===== config.mk =====
export PLATFORM = sky130hd
export DESIGN_NAME = cla_pipe_adder
export DESIGN_NICKNAME = d
export VERILOG_FILES = /design/src/rtl/cla_pipe_adder.sv
export SDC_FILE = /design/constraint.sdc
export NUM_CORES = 1
export LEC_CHECK = 0
export BUFFER_PORTS_ARGS = -buffer_cell sky130_fd_sc_hd__buf_2
export CAP_MARGIN = 20
export CORE_ASPECT_RATIO = 0.75
export CORE_MARGIN = 8
export CORE_UTILIZATION = 25
export CTS_BUF_LIST = sky130_fd_sc_hd__clkbuf_8
export DETAILED_ROUTE_END_ITERATION = 10
export SLEW_MARGIN = 30
export SYNTH_ARGS = -nofsm -noshare
export SYNTH_HDL_FRONTEND = slang
export SYNTH_SLANG_ARGS = --single-unit

===== constraint.sdc =====
create_clock -name clk -period 5.9 [get_ports clk]
set_clock_uncertainty 0.2 [all_clocks]
set_input_delay 0.59 -clock clk [delete_from_list [all_inputs] [get_ports clk]]
set_output_delay 0.59 -clock clk [all_outputs]
set_load 0.005 [all_outputs]

===== src/rtl/cla_pipe_adder.sv =====
// cla_pipe_adder: two-stage pipelined add/subtract unit with a recursive
// carry-lookahead tree, valid/ready handshake and carry/overflow/zero flags.

// One node of the lookahead tree. A node of depth D covers INPUT_SIZE**D bits.
// It returns group generate/propagate to its parent and hands each child its
// carry-in. Depth 0 is a single bit.
module cla_node #(
  parameter int INPUT_SIZE = 4,
  parameter int D          = 1,
  localparam int N         = INPUT_SIZE ** D
) (
  input  logic [N-1:0] g,
  input  logic [N-1:0] p,
  input  logic         cin,
  output logic [N-1:0] c,
  output logic         gg,
  output logic         pg
);

  if (D == 0) begin : g_leaf
    // A single bit: its carry-in is the carry into that bit position.
    assign c  = cin;
    assign gg = g[0];
    assign pg = p[0];
  end else begin : g_inner
    localparam int M = N / INPUT_SIZE;

    logic [INPUT_SIZE-1:0] sg;
    logic [INPUT_SIZE-1:0] sp;
    logic [INPUT_SIZE-1:0] sc;

    for (genvar i = 0; i < INPUT_SIZE; i++) begin : g_child
      cla_node #(
        .INPUT_SIZE(INPUT_SIZE),
        .D         (D - 1)
      ) u_child (
        .g  (g[i*M +: M]),
        .p  (p[i*M +: M]),
        .cin(sc[i]),
        .c  (c[i*M +: M]),
        .gg (sg[i]),
        .pg (sp[i])
      );
    end

    // Lookahead generator: carry into child i is the prefix G/P of children
    // 0..i-1 applied to cin. Written as a prefix loop; each term is a
    // two-level sum of products once unrolled.
    always_comb begin
      // NOTE: every variable written here gets a value before any branch or
      // loop, so no path can leave it holding a stale value (no latch).
      sc = '0;
      gg = 1'b0;
      pg = 1'b1;
      for (int i = 0; i < INPUT_SIZE; i++) begin
        sc[i] = gg | (pg & cin);
        gg    = sg[i] | (sp[i] & gg);
        pg    = pg & sp[i];
      end
    end
  end

endmodule

module cla_pipe_adder #(
  parameter int INPUT_SIZE = 4,
  parameter int DEPTH      = 2,
  localparam int W         = INPUT_SIZE ** DEPTH
) (
  input  logic         clk,
  input  logic         rst_n,
  input  logic         in_valid,
  output logic         in_ready,
  input  logic [W-1:0] in_a,
  input  logic [W-1:0] in_b,
  input  logic         in_cin,
  input  logic [1:0]   in_mode,
  output logic         out_valid,
  input  logic         out_ready,
  output logic [W-1:0] out_sum,
  output logic         out_cout,
  output logic         out_ovf,
  output logic         out_zero
);

  typedef enum logic [1:0] {
    MODE_ADD = 2'd0,
    MODE_SUB = 2'd1,
    MODE_ADC = 2'd2,
    MODE_SBB = 2'd3
  } mode_e;

  // Operand conditioning.
  logic [W-1:0] b_cond;
  logic         c0;

  // Stage 1 registers.
  logic         s1_v;
  logic [W-1:0] s1_g;
  logic [W-1:0] s1_p;
  logic         s1_c0;
  logic         s1_a_sign;
  logic         s1_b_sign;

  // Stage 2 combinational results.
  logic [W-1:0] carry_into;
  logic         tree_g;
  logic         tree_p;
  logic [W-1:0] sum_nxt;
  logic         cout_nxt;
  logic         ovf_nxt;

  // Pipeline control.
  logic         s2_v;
  logic         s1_load;
  logic         s2_load;

  assign s2_load   = !s2_v || out_ready;
  assign s1_load   = !s1_v || s2_load;
  // Combinational from out_ready so a full pipeline still streams at full rate.
  assign in_ready  = !s1_v || !s2_v || out_ready;
  assign out_valid = s2_v;

  // Subtraction inverts B and injects the +1 (or the inverted borrow) as c0.
  always_comb begin
    b_cond = in_b;
    c0     = 1'b0;
    case (mode_e'(in_mode))
      MODE_ADD: begin b_cond = in_b;  c0 = 1'b0;    end
      MODE_SUB: begin b_cond = ~in_b; c0 = 1'b1;    end
      MODE_ADC: begin b_cond = in_b;  c0 = in_cin;  end
      MODE_SBB: begin b_cond = ~in_b; c0 = ~in_cin; end
      default:  begin b_cond = in_b;  c0 = 1'b0;    end
    endcase
  end

  // Stage 1: capture per-bit generate/propagate, c0 and operand signs.
  always_ff @(posedge clk) begin
    // NOTE: data registers are cleared in reset too, so out_* and the
    // pipeline contents read as zero after reset rather than stale beats.
    if (!rst_n) begin
      s1_v      <= 1'b0;
      s1_g      <= '0;
      s1_p      <= '0;
      s1_c0     <= 1'b0;
      s1_a_sign <= 1'b0;
      s1_b_sign <= 1'b0;
    end else if (s1_load) begin
      // NOTE: sequential state uses <= so every register samples the values
      // from before this edge, independent of statement order.
      s1_v <= in_valid;
      if (in_valid) begin
        s1_g      <= in_a & b_cond;
        s1_p      <= in_a ^ b_cond;
        s1_c0     <= c0;
        s1_a_sign <= in_a[W-1];
        s1_b_sign <= b_cond[W-1];
      end
    end
  end

  // Stage 2 carry network: the whole lookahead tree sits in this cycle.
  cla_node #(
    .INPUT_SIZE(INPUT_SIZE),
    .D         (DEPTH)
  ) u_tree (
    .g  (s1_g),
    .p  (s1_p),
    .cin(s1_c0),
    .c  (carry_into),
    .gg (tree_g),
    .pg (tree_p)
  );

  // carry_into[i] is the carry into bit i, i.e. {carry[W-2:0], c0}.
  assign sum_nxt  = s1_p ^ carry_into;
  assign cout_nxt = tree_g | (tree_p & s1_c0);
  assign ovf_nxt  = (s1_a_sign == s1_b_sign) && (sum_nxt[W-1] != s1_a_sign);

  // Stage 2: register the result and flags; held while the consumer stalls.
  always_ff @(posedge clk) begin
    if (!rst_n) begin
      s2_v     <= 1'b0;
      out_sum  <= '0;
      out_cout <= 1'b0;
      out_ovf  <= 1'b0;
      out_zero <= 1'b0;
    end else if (s2_load) begin
      s2_v <= s1_v;
      if (s1_v) begin
        out_sum  <= sum_nxt;
        out_cout <= cout_nxt;
        out_ovf  <= ovf_nxt;
        out_zero <= ~|sum_nxt;
      end
    end
  end

endmodule

== Word level (Yosys, flattened, before mapping) ==
Index checks and enable logic that the tools add are counted.
Widths: inputs -> output; s select.
Operators by class
  bitwise operators: 82
  equal/unequal tests: 5
  reduce and logical (&&, ||, !) cells: 14
  mux-type cells: 2
Operators by type and width (count)
  $and 1x1->1: 46
  $pmux 16 s2: 1
  $xor 16x16->16: 2
  $or 1x1->1: 31
  $and 16x16->16: 1
  $not 16->16: 1
  $reduce_or 16->1: 1
  $eq 2x2->1 const B: 2
  $logic_or 1x1->1: 4
  $pmux 1 s4: 1
  $reduce_and 2->1: 2
  $reduce_or 2->1: 2
  $logic_not 1->1: 3
  $eq 2x1->1 const B: 1
  $logic_not 2->1: 1
  $eq 1x1->1: 1
  $logic_and 1x1->1: 1
  $ne 1x1->1: 1
  $not 1->1: 1
Storage, ports and cells
  word-level logic and storage cells: 114
  register bits: 56

== Logic depth before layout (Yosys ltp) ==
Gate-level depths: netlist of run 1.
  depth after elaboration: 16
  mapped depth: 13
  depth with buffers taken out: 13

== By module ==
From an unflattened synthesis of run 1, not the netlist that was laid out.
Second synthesis, totals
  cells, all modules: 383
  area total of the unflattened synthesis: 3245.6 sq um
By module, submodules not included
  cla_pipe_adder: cells each 285, instances 1, sequential area each 1121.1 sq um, area each 2597.5 sq um
  cla_node at u_tree.g_inner.g_child[0].u_child.g_inner.g_child[0].u_child ...: cells each 3, instances 16, sequential area each 0.0 sq um, area each 22.5 sq um
  cla_node at u_tree ...: cells each 10, instances 5, sequential area each 0.0 sq um, area each 57.6 sq um

== Worst setup path after synthesis of run 1 ==
OpenSTA, ideal clock, no wires.
  kind: register -> register
  start point: register s1_p[1]
  end point: register out_zero
  buffers on the path: 0
  arrival: 2.578 ns
  setup slack: 3.055 ns
  period minus slack after synthesis: 2.845 ns
  cell stages (with the launch flop): 14
  cells stage by stage: dfxtp_1 -> a21oi_1 -> o211a_1 -> nor3_2 -> nor2_1 -> o21ai_0 -> ha_1 -> nor2_1 -> xnor2_1 -> nor4_1 -> nand4_1 -> a2111oi_0 -> o2111ai_1 -> o21ai_2
Between the ends
  longest elaborated chain between the ends: 16
  elaborated cells on any way between the ends: 46
  classes of those cells: 44 x bitwise; 2 x reduce/logical
Ends and longest elaborated chain
  from (decl): RTL line 100  | logic [W-1:0] s1_p;
  from (signal assigned): RTL line 154  | s1_p <= in_a ^ b_cond;
  $and 1x1->1: RTL line 57  | gg = sg[i] | (sp[i] & gg);
  $or 1x1->1: RTL line 57
  $and 1x1->1: RTL line 57
  $or 1x1->1: RTL line 57
  $and 1x1->1: RTL line 57
  $or 1x1->1: RTL line 57
  $and 1x1->1: RTL line 57
  $or 1x1->1: RTL line 57
  $and 1x1->1: RTL line 57
  $or 1x1->1: RTL line 57
  $or 1x1->1: RTL line 56  | sc[i] = gg | (pg & cin);
  $and 1x1->1: RTL line 56
  $or 1x1->1: RTL line 56
  $xor 16x16->16 (*): RTL line 176  | assign sum_nxt = s1_p ^ carry_into;
  $reduce_or 16->1 (*): RTL line 194  | out_zero <= ~|sum_nxt;
  $logic_not 1->1 (*): RTL line 194
  to (signal assigned): RTL line 194
  to (decl): RTL line 83  | output logic out_zero
Every way passes the cells marked *; elsewhere a longest branch is shown, timed or not.
A chain may end at the register's enable or synchronous reset.

== Worst setup path in the final report of run 1 ==
Ends and elaborated chain as after synthesis.

==> results_dict.tcl, run 1 <==
set metrics [dict create \
    dp_slack_ps 2500 \
    min_path_type "register to register" \
    fp-row-count 34 \
    ctsResizeCount 0 \
    drv_cap 0 \
    antenna_found_initial 0 \
    cts_tree "done" \
    worstHoldStart "out_sum[15]" \
    grt_use_total 0.0954 \
    avgViaCountPerCell 4.37 \
    grt_setup_unrepaired "false" \
    postCtsSetupRepairBufs 0 \
    clock_path_buffers 2 \
    vias 2462 \
    critPathLaunchType "register" \
    postCtsHoldBufs 0 \
    avgSynthCellArea_sq_um 8.37 \
    synth_warnings 0 \
    die_h_microns 110 \
    ios 60 \
    n_antenna_cell 0 \
    netlist_area_sq_um 2940 \
    overflow 0 \
    crit_type "register to register" \
    cts.root.buffer_cell "clkbuf_8" \
    dieArea_sq_um 15500 \
    peakVddDrop_mv 0.0770 \
    min_to "out_sum[15]" \
    maxSlewHeadroom 0.426 \
    total_power_uw 774 \
    drt-total-wl_mm 7.10 \
    r2r_setup_slack_ps 2530 \
    status "completed" \
    r2r_end "out_zero" \
    ys_seq_elements 56 \
    min_period_over_period 0.570 \
    layout_commonest_cell "nand2_1" \
    drive_gt1_frac 0.195 \
    reg2reg_depth 13 \
    globalplace.congestion 0.804 \
    async_flop_share 0 \
    fin_crit_ps 3370 \
    cts_max_level 2 \
    first_pass_iters 4 \
    drt-initial-drc-count 113 \
    initial_core_util 0.255 \
    synth_edf_count 0 \
    p_leak_nw 1.49 \
    drv_slew 0 \
    worstPathRequired_ps 5960 \
    max_freq_ghz 0.297 \
    drcViolationCount 0 \
    cp_max_fo 5 \
    worst_slew_pin_slew_ps 861 \
    setup_ws_ps 2530 \
    clock_latency_ps 310 \
    dp_hpwl_mm 5.42 \
    ys_types 41 \
    ant_nets 0 \
    critPathCaptureType "register" \
    cellPowerDensity_nw_per_um2 223 \
    cts_buffers 5 \
    finalHoldViolations 0 \
    holdPathStages 2 \
    setup_viol 0 \
    grt_pass1_vias 2571 \
    postSynthCellCount 351 \
    syn_nets 410 \
    die_w_microns 141 \
    coreArea_sq_um 11500 \
    clock-sinks 56 \
    finalHoldWorstSlack_ps 255 \
    post-route-util 0.302 \
    mostFrequentLayoutCells "100 x nand2_1, 59 x buf_2, 56 x dfxtp_1, 46 x a21boi_0, 20 x ha_1" \
    grt_pass1_wl_mm 12.0 \
    port_buffers 59 \
    ys_seq_area_frac 0.381 \
    syn2layout_area_growth_pct 18.3 \
    final.setup.tns_ps 0 \
    worst_ep_arrival_time_ps 3430 \
    grt_max_degree 58 \
    r2r-start "s1_p[1]" \
    synth_top_flop_cell "dfxtp_1" \
    path_clk_slew_ps 100 \
    nets 459 \
    avgRoutedWirePerCell_microns 12.6 \
]
==> routing by layer <==
layer / wire length [microns] / part of all wire / track usage / vias to the layer above
met5: 0 / 0 / 0 / -
met4: 93 / 0.013 / 0.0245 / 0
met3: 272 / 0.038 / 0.0269 / 10
met2: 3110 / 0.44 / 0.159 / 44
met1: 3630 / 0.51 / 0.120 / 1125
li1: - / - / - / 1283
==> metrics by stage <==
stage	instances	instance area, sq um
2_1_floorplan	351	2940
3_3_place_gp	555	3380
3_5_place_dp	555	3380
4_1_cts	563	3480
5_1_grt	563	3480
6_report	563	3480
==> worst max-delay path by stage <==
stage	end	startpoint	slack [ps]	cells past startpoint
6_report	out_zero	s1_p[1]	2530	13
5_1_grt	out_zero	s1_p[1]	2180	13
4_1_cts	out_zero	s1_p[1]	2470	13
3_5_place_dp	out_zero	s1_p[1]	2500	13
3_3_place_gp	out_zero	s1_p[1]	2740	13
2_1_floorplan	out_zero	s1_p[1]	3050	13
==> layout make-up <==
cell class / count / area (sq um)
multi-input cells: 272 / 1730
fillers: 1303 / 8050
repair buffers: 61 / 310
flip-flops and latches: 56 / 1120
clock buffers: 6 / 82.6
well taps: 162 / 203
inverters: 4 / 15.0
clock inverters: 2 / 11.3
==> cell families (layout without fill, tap and decap cells) <==
group	after synthesis	after routing	share of synthesized area
DFF	56	56	0.381
and+or+nand+nor	141	141	0.208
xor gates and xnor gates	24	24	0.0715
adders and majority gates	20	20	0.0851
AOI/OAI and AO/OA	87	87	0.224
buffers and inverters	23	73	0.0294
==> worst max-delay path, stage by stage (launching register included) <==
cell	delay (ps)
dfxtp_1	430
a21oi_1	120
o211a_1	260
nor3_2	370
nor2_1	80
o21ai_0	160
ha_1	170
nor2_1	50
xnor2_1	140
nor4_1	270
nand4_1	120
a2111oi_0	550
o2111ai_1	210
o21ai_2	160
==> synth_stat cells, types with 3 or more instances <==
cell type	instances	area share
nand2_1	101	0.13
dfxtp_1	56	0.38
a21boi_0	46	0.12
ha_1	20	0.085
clkbuf_1	19	0.024
xor2_1	19	0.057
nor2_1	12	0.015
o21ai_0	9	0.015
a21oi_1	7	0.012
a21o_1	5	0.013
and2_1	5	0.011
xnor2_1	5	0.015
inv_1	4	0.0051
nor2b_1	4	0.0085
nand3_1	3	0.0051
nand4_1	3	0.0064
==> flip-flops by register name, indices dropped and copies added (netlist names) <==
register / cells
s1_v: 1
s1_b_sign: 1
out_valid: 1
s1_g: 16
out_ovf: 1
out_cout: 1
out_zero: 1
out_sum: 16
s1_c0: 1
s1_p: 16
s1_a_sign: 1
==> where the power goes <==
group	internal [mW]	switching (mW)	total (mW)
Clock	0.0941	0.126	0.220
Combinational	0.0602	0.0725	0.133
Sequential	0.401	0.0202	0.421
Total	0.555	0.219	0.774
Note: power is estimated with default switching activity, not from simulation.
==> run 2: changes to the inputs <==
clock period = 3.5 ns   (was 5.9 ns; I/O delays follow)
==> run 2 against run 1 <==
Sequential share of layout area about the same; sequential power rose by 68%; first-iteration DRC count decreased by 11%; clock-buffer cell count decreased by 1; die area did not move; cell count is 0.18% higher; critical endpoint unchanged; combinational power increased by 71%; register-to-register slack got worse by 2300 ps; critical path depth unchanged; final area grew 0.11%.
==> results_dict.tcl, run 2 (same netlist as run 1, synthesis figures left out) <==
set metrics [dict create \
    critPathCaptureType "register" \
    clock_path_buffers 2 \
    fp-row-count 34 \
    worst_ep_arrival_time_ps 3280 \
    drcViolationCount 0 \
    ctsResizeCount 0 \
    postCtsSetupRepairBufs 0 \
    ant_nets 0 \
    fin_crit_ps 3230 \
    avgViaCountPerCell 4.35 \
    worstHoldStart "in_a[15]" \
    path_clk_slew_ps 90 \
    drt-initial-drc-count 101 \
    coreArea_sq_um 11500 \
    dieArea_sq_um 15500 \
    setup_viol 0 \
    cts_buffers 5 \
    drt-total-wl_mm 7.10 \
    mostFrequentLayoutCells "101 x nand2_1, 59 x buf_2, 56 x dfxtp_1, 46 x a21boi_0, 20 x ha_1" \
    maxSlewHeadroom 0.407 \
    cp_max_fo 5 \
    place_area_sq_um 3400 \
    die_h_microns 110 \
    drive_gt1_frac 0.194 \
    cts_tree "done" \
    status "completed" \
    crit_type "register to register" \
    r2r-start "s1_p[1]" \
    n_antenna_cell 0 \
    grt_pass1_wl_mm 11.9 \
    layout_commonest_cell "nand2_1" \
    antenna_found_initial 0 \
    die_w_microns 141 \
    critPathLaunchType "register" \
    cellPowerDensity_nw_per_um2 364 \
    grt_pass1_vias 2478 \
    p_leak_nw 1.51 \
    worst_slew_pin_slew_ps 890 \
    cts.root.buffer_cell "clkbuf_8" \
    cts_max_level 2 \
    peakVddDrop_mv 0.142 \
    clock_latency_ps 300 \
    clock-sinks 56 \
    nets 461 \
    nFillCells 1254 \
    grt_use_total 0.0952 \
    vias 2451 \
    r2r_setup_slack_ps 270 \
    final.setup.tns_ps 0 \
    finalHoldWorstSlack_ps 103 \
    first_pass_iters 4 \
    overflow 0 \
    postCtsHoldBufs 0 \
    globalplace.congestion 0.810 \
    finalHoldViolations 0 \
    dp_hpwl_mm 5.53 \
    port_buffers 59 \
    top_regs "out_sum (16), s1_g (16), s1_p (16)" \
    initial_core_util 0.255 \
    ios 60 \
    drv_slew 0 \
    drv_cap 0 \
    syn2layout_area_growth_pct 18.4 \
    fin_area_sq_um 3480 \
    min_path_type "input pin to register" \
    grt_setup_unrepaired "false" \
    crit_start "s1_p[1]" \
    avgRoutedWirePerCell_microns 12.6 \
    min_period_over_period 0.923 \
    grt_max_degree 57 \
    worstPathRequired_ps 3550 \
    max_freq_ghz 0.309 \
]
-- run 2: final timing paths --
kind / endpoint / cells after the start
worst max-delay path: out_zero / 13
worst min-delay path: s1_a_sign / 3
worst max register to register: out_zero / 13
worst min register to register: out_sum[15] / 2
-- run 2: metrics by stage --
| step | setup slack [ps] | power [mW] | instances | util |
|---|---|---|---|---|
| detailed placement | 188 | 0.953 | 557 | 0.295 |
| CTS | 158 | 1.29 | 564 | 0.301 |
| global placement | 354 | 0.947 | 557 | 0.295 |
| global route | 55.3 | 1.35 | 564 | 0.302 |
| finish | 268 | 1.27 | 564 | 0.302 |
| floorplan | 655 | 0.867 | 351 | - |
-- run 2: worst max-delay path: stages (launching register included) --
cell	delay, ps
dfxtp_1	430
a21oi_1	120
o211a_1	270
nor3_4	300
nor2_1	80
o21ai_0	160
ha_1	170
nor2_1	50
xnor2_1	150
nor4_1	300
nand4_1	130
a2111oi_1	460
o2111ai_1	200
o21ai_2	160
-- run 2: metal layers --
layer	track usage	vias to the layer above	share of wire
li1	-	1289	-
met1	0.122	1119	0.50
met2	0.158	36	0.45
met3	0.0265	7	0.044
met4	0.0206	0	0.0080
met5	0	-	0
-- run 2: area by class of cell --
cell class | count | area, sq um | area share
inverters | 4 | 15.0 | 0.00431
multi-input cells | 272 | 1740 | 0.500
well taps | 162 | 203 | 0.0582
flip-flops and latches | 56 | 1120 | 0.322
clock buffers | 5 | 68.8 | 0.0198
clock inverters | 2 | 8.76 | 0.00252
repair buffers | 63 | 325 | 0.0935
-- run 2: power by group --
group / leakage, nW / internal [mW] / switching, mW
clock network: 0.0452 / 0.134 / 0.198
registers: 0.458 / 0.675 / 0.0338
logic: 1.00 / 0.103 / 0.124
==> run 3: changes to the inputs <==
CORE_MARGIN = 1.5   (was 8)
==> run 3 against run 2 <==
Largest power group unchanged; core utilization grew 0.42 points; critical path type unchanged; die area shrank 20%; flip-flop and latch count unchanged; global-route usage is 2.1 points higher.
==> results_dict.tcl, run 3 (same netlist as run 1, synthesis figures left out) <==
set metrics [dict create \
    status "completed" \
    grt_pass1_wl_mm 11.5 \
    path_buf_inv 0 \
    antenna_found_initial 0 \
    avgRoutedWirePerCell_microns 12.3 \
    finalHoldWorstSlack_ps 101 \
    cp_num_cells 13 \
    max_freq_ghz 0.309 \
    dp_hpwl_mm 5.26 \
    dieArea_sq_um 12400 \
    min_period_over_period 0.925 \
    drv_cap 0 \
    peakVddDrop_mv 0.142 \
    drv_slew 0 \
    fin_crit_ps 3240 \
    grt_max_degree 57 \
    r2r_setup_slack_ps 260 \
    cts.root.buffer_cell "clkbuf_8" \
    r2r-start "s1_p[1]" \
    cts_max_level 2 \
    cp_top_family "compound AO/OA/AOI/OAI gates" \
    min_path_type "input pin to register" \
    worst_ep_arrival_time_ps 3290 \
    postCtsSetupRepairBufs 0 \
    crit_start "s1_p[1]" \
    fin_area_sq_um 3530 \
    worstPathRequired_ps 3550 \
    die_w_microns 128 \
    grt_pass1_vias 2393 \
    grt_setup_unrepaired "false" \
    crit_chain "a21oi_1, o211a_1, nor3_4, nor2_1, o21ai_0, ha_1, nor2_1, xnor2_1, nor4_1, nand4_1, a2111oi_1, o2111ai_1, o21ai_2" \
    worst_slew_pin_slew_ps 886 \
    vias 2516 \
    cts_buffers 5 \
    finalNonFillerCells 565 \
    n_antenna_cell 0 \
    clock_path_buffers 2 \
    clock_latency_ps 310 \
    drive_gt1_frac 0.199 \
    port_buffers 59 \
    coreArea_sq_um 11500 \
    ant_nets 0 \
    maxSlewHeadroom 0.410 \
    die_h_microns 96.9 \
    nets 461 \
    mostFrequentLayoutCells "101 x nand2_1, 59 x buf_2, 56 x dfxtp_1, 46 x a21boi_0, 20 x ha_1" \
    initial_core_util 0.255 \
    endpoint "out_zero" \
    post-place-cells 557 \
    clock-sinks 56 \
    first_pass_iters 4 \
    avgViaCountPerCell 4.45 \
    drcViolationCount 0 \
    overflow 0 \
    critPathLaunchType "register" \
    place_area_sq_um 3400 \
    p_leak_nw 1.53 \
    fp-row-count 34 \
    path_clk_slew_ps 100 \
    cts_tree "done" \
    drt-initial-drc-count 133 \
    critical_path.max_stage_delay_ps 480 \
    drt-total-wl_mm 6.98 \
    r2r_end "out_zero" \
    finalHoldViolations 0 \
    ios 60 \
    final.setup.tns_ps 0 \
    grt_use_total 0.116 \
    setup_viol 0 \
    slowest_stage "a2111oi_1" \
    layout_commonest_cell "nand2_1" \
    critPathCaptureType "register" \
    cellPowerDensity_nw_per_um2 396 \
    globalplace.congestion 0.820 \
    reg2reg_depth 13 \
    top_regs "out_sum (16), s1_g (16), s1_p (16)" \
    syn2layout_area_growth_pct 20.1 \
    crit_top_cell "nor2_1" \
    cp_max_fo 5 \
    crit_type "register to register" \
]
run 3: changes by cell type in the layout (fill, tap and decap cells not counted):
cell       previous run  this run
clkbuf_8              5         7
bufinv_16             0         1
clkinv_2              1         0
inv_1                 5         4
run 3: report_power, final:
group | switching [mW] | internal [mW] | total (mW)
clock network | 0.209 | 0.253 | 0.461
logic | 0.125 | 0.102 | 0.227
registers | 0.0349 | 0.675 | 0.710
run 3: layout make-up:
class / instances / area [sq um]
clock buffers: 7 / 96.3
multi-input cells: 272 / 1740
flip-flops and latches: 56 / 1120
inverters: 4 / 15.0
repair buffers: 63 / 325
well taps: 162 / 203
fillers: 1241 / 8000
clock inverters: 1 / 30.0
run 3: worst min-delay path by stage:
stage | startpoint | cells after the start | to | slack, ps
floorplan | s1_g[9] | 2 | s1_g[9] | 240
global placement | out_sum[15] | 2 | out_sum[15] | 240
detailed placement | out_sum[15] | 2 | out_sum[15] | 240
CTS | in_valid | 3 | s1_v | 100
global route | in_valid | 3 | s1_v | 100
finish | in_valid | 3 | s1_v | 100
run 3: routing by layer:
metal	GRT usage	up-vias	part of all wire
li1	-	1292	-
met3	0.0282	13	0.048
met4	0.0320	0	0.018
met1	0.153	1161	0.49
met5	0	-	0
met2	0.189	50	0.44
run 3: per-stage QoR:
| stage | total power [mW] | util | worst slack, ps |
|---|---|---|---|
| 2_1_floorplan | 0.867 | - | 655 |
| 6_report | 1.40 | 0.306 | 264 |
| 3_5_place_dp | 0.952 | 0.295 | 208 |
| 4_1_cts | 1.41 | 0.306 | 173 |
| 5_1_grt | 1.47 | 0.306 | 47.0 |
| 3_3_place_gp | 0.947 | 0.295 | 359 |
run 3: worst min-delay path: cells and delay by family:
| family | cells | cell delay [ps] |
|---|---|---|
| buffers and inverters | 1 | 100 |
| AO/OA/AOI/OAI | 1 | 40 |
| AND/OR/NAND/NOR | 1 | 90 |
run 3: timing repair:
item | 4_1_cts | 5_1_grt
endpoints found under the setup margin | 0 | 1
hold buffers | 0 | 0
gates resized for setup | 0 | 3
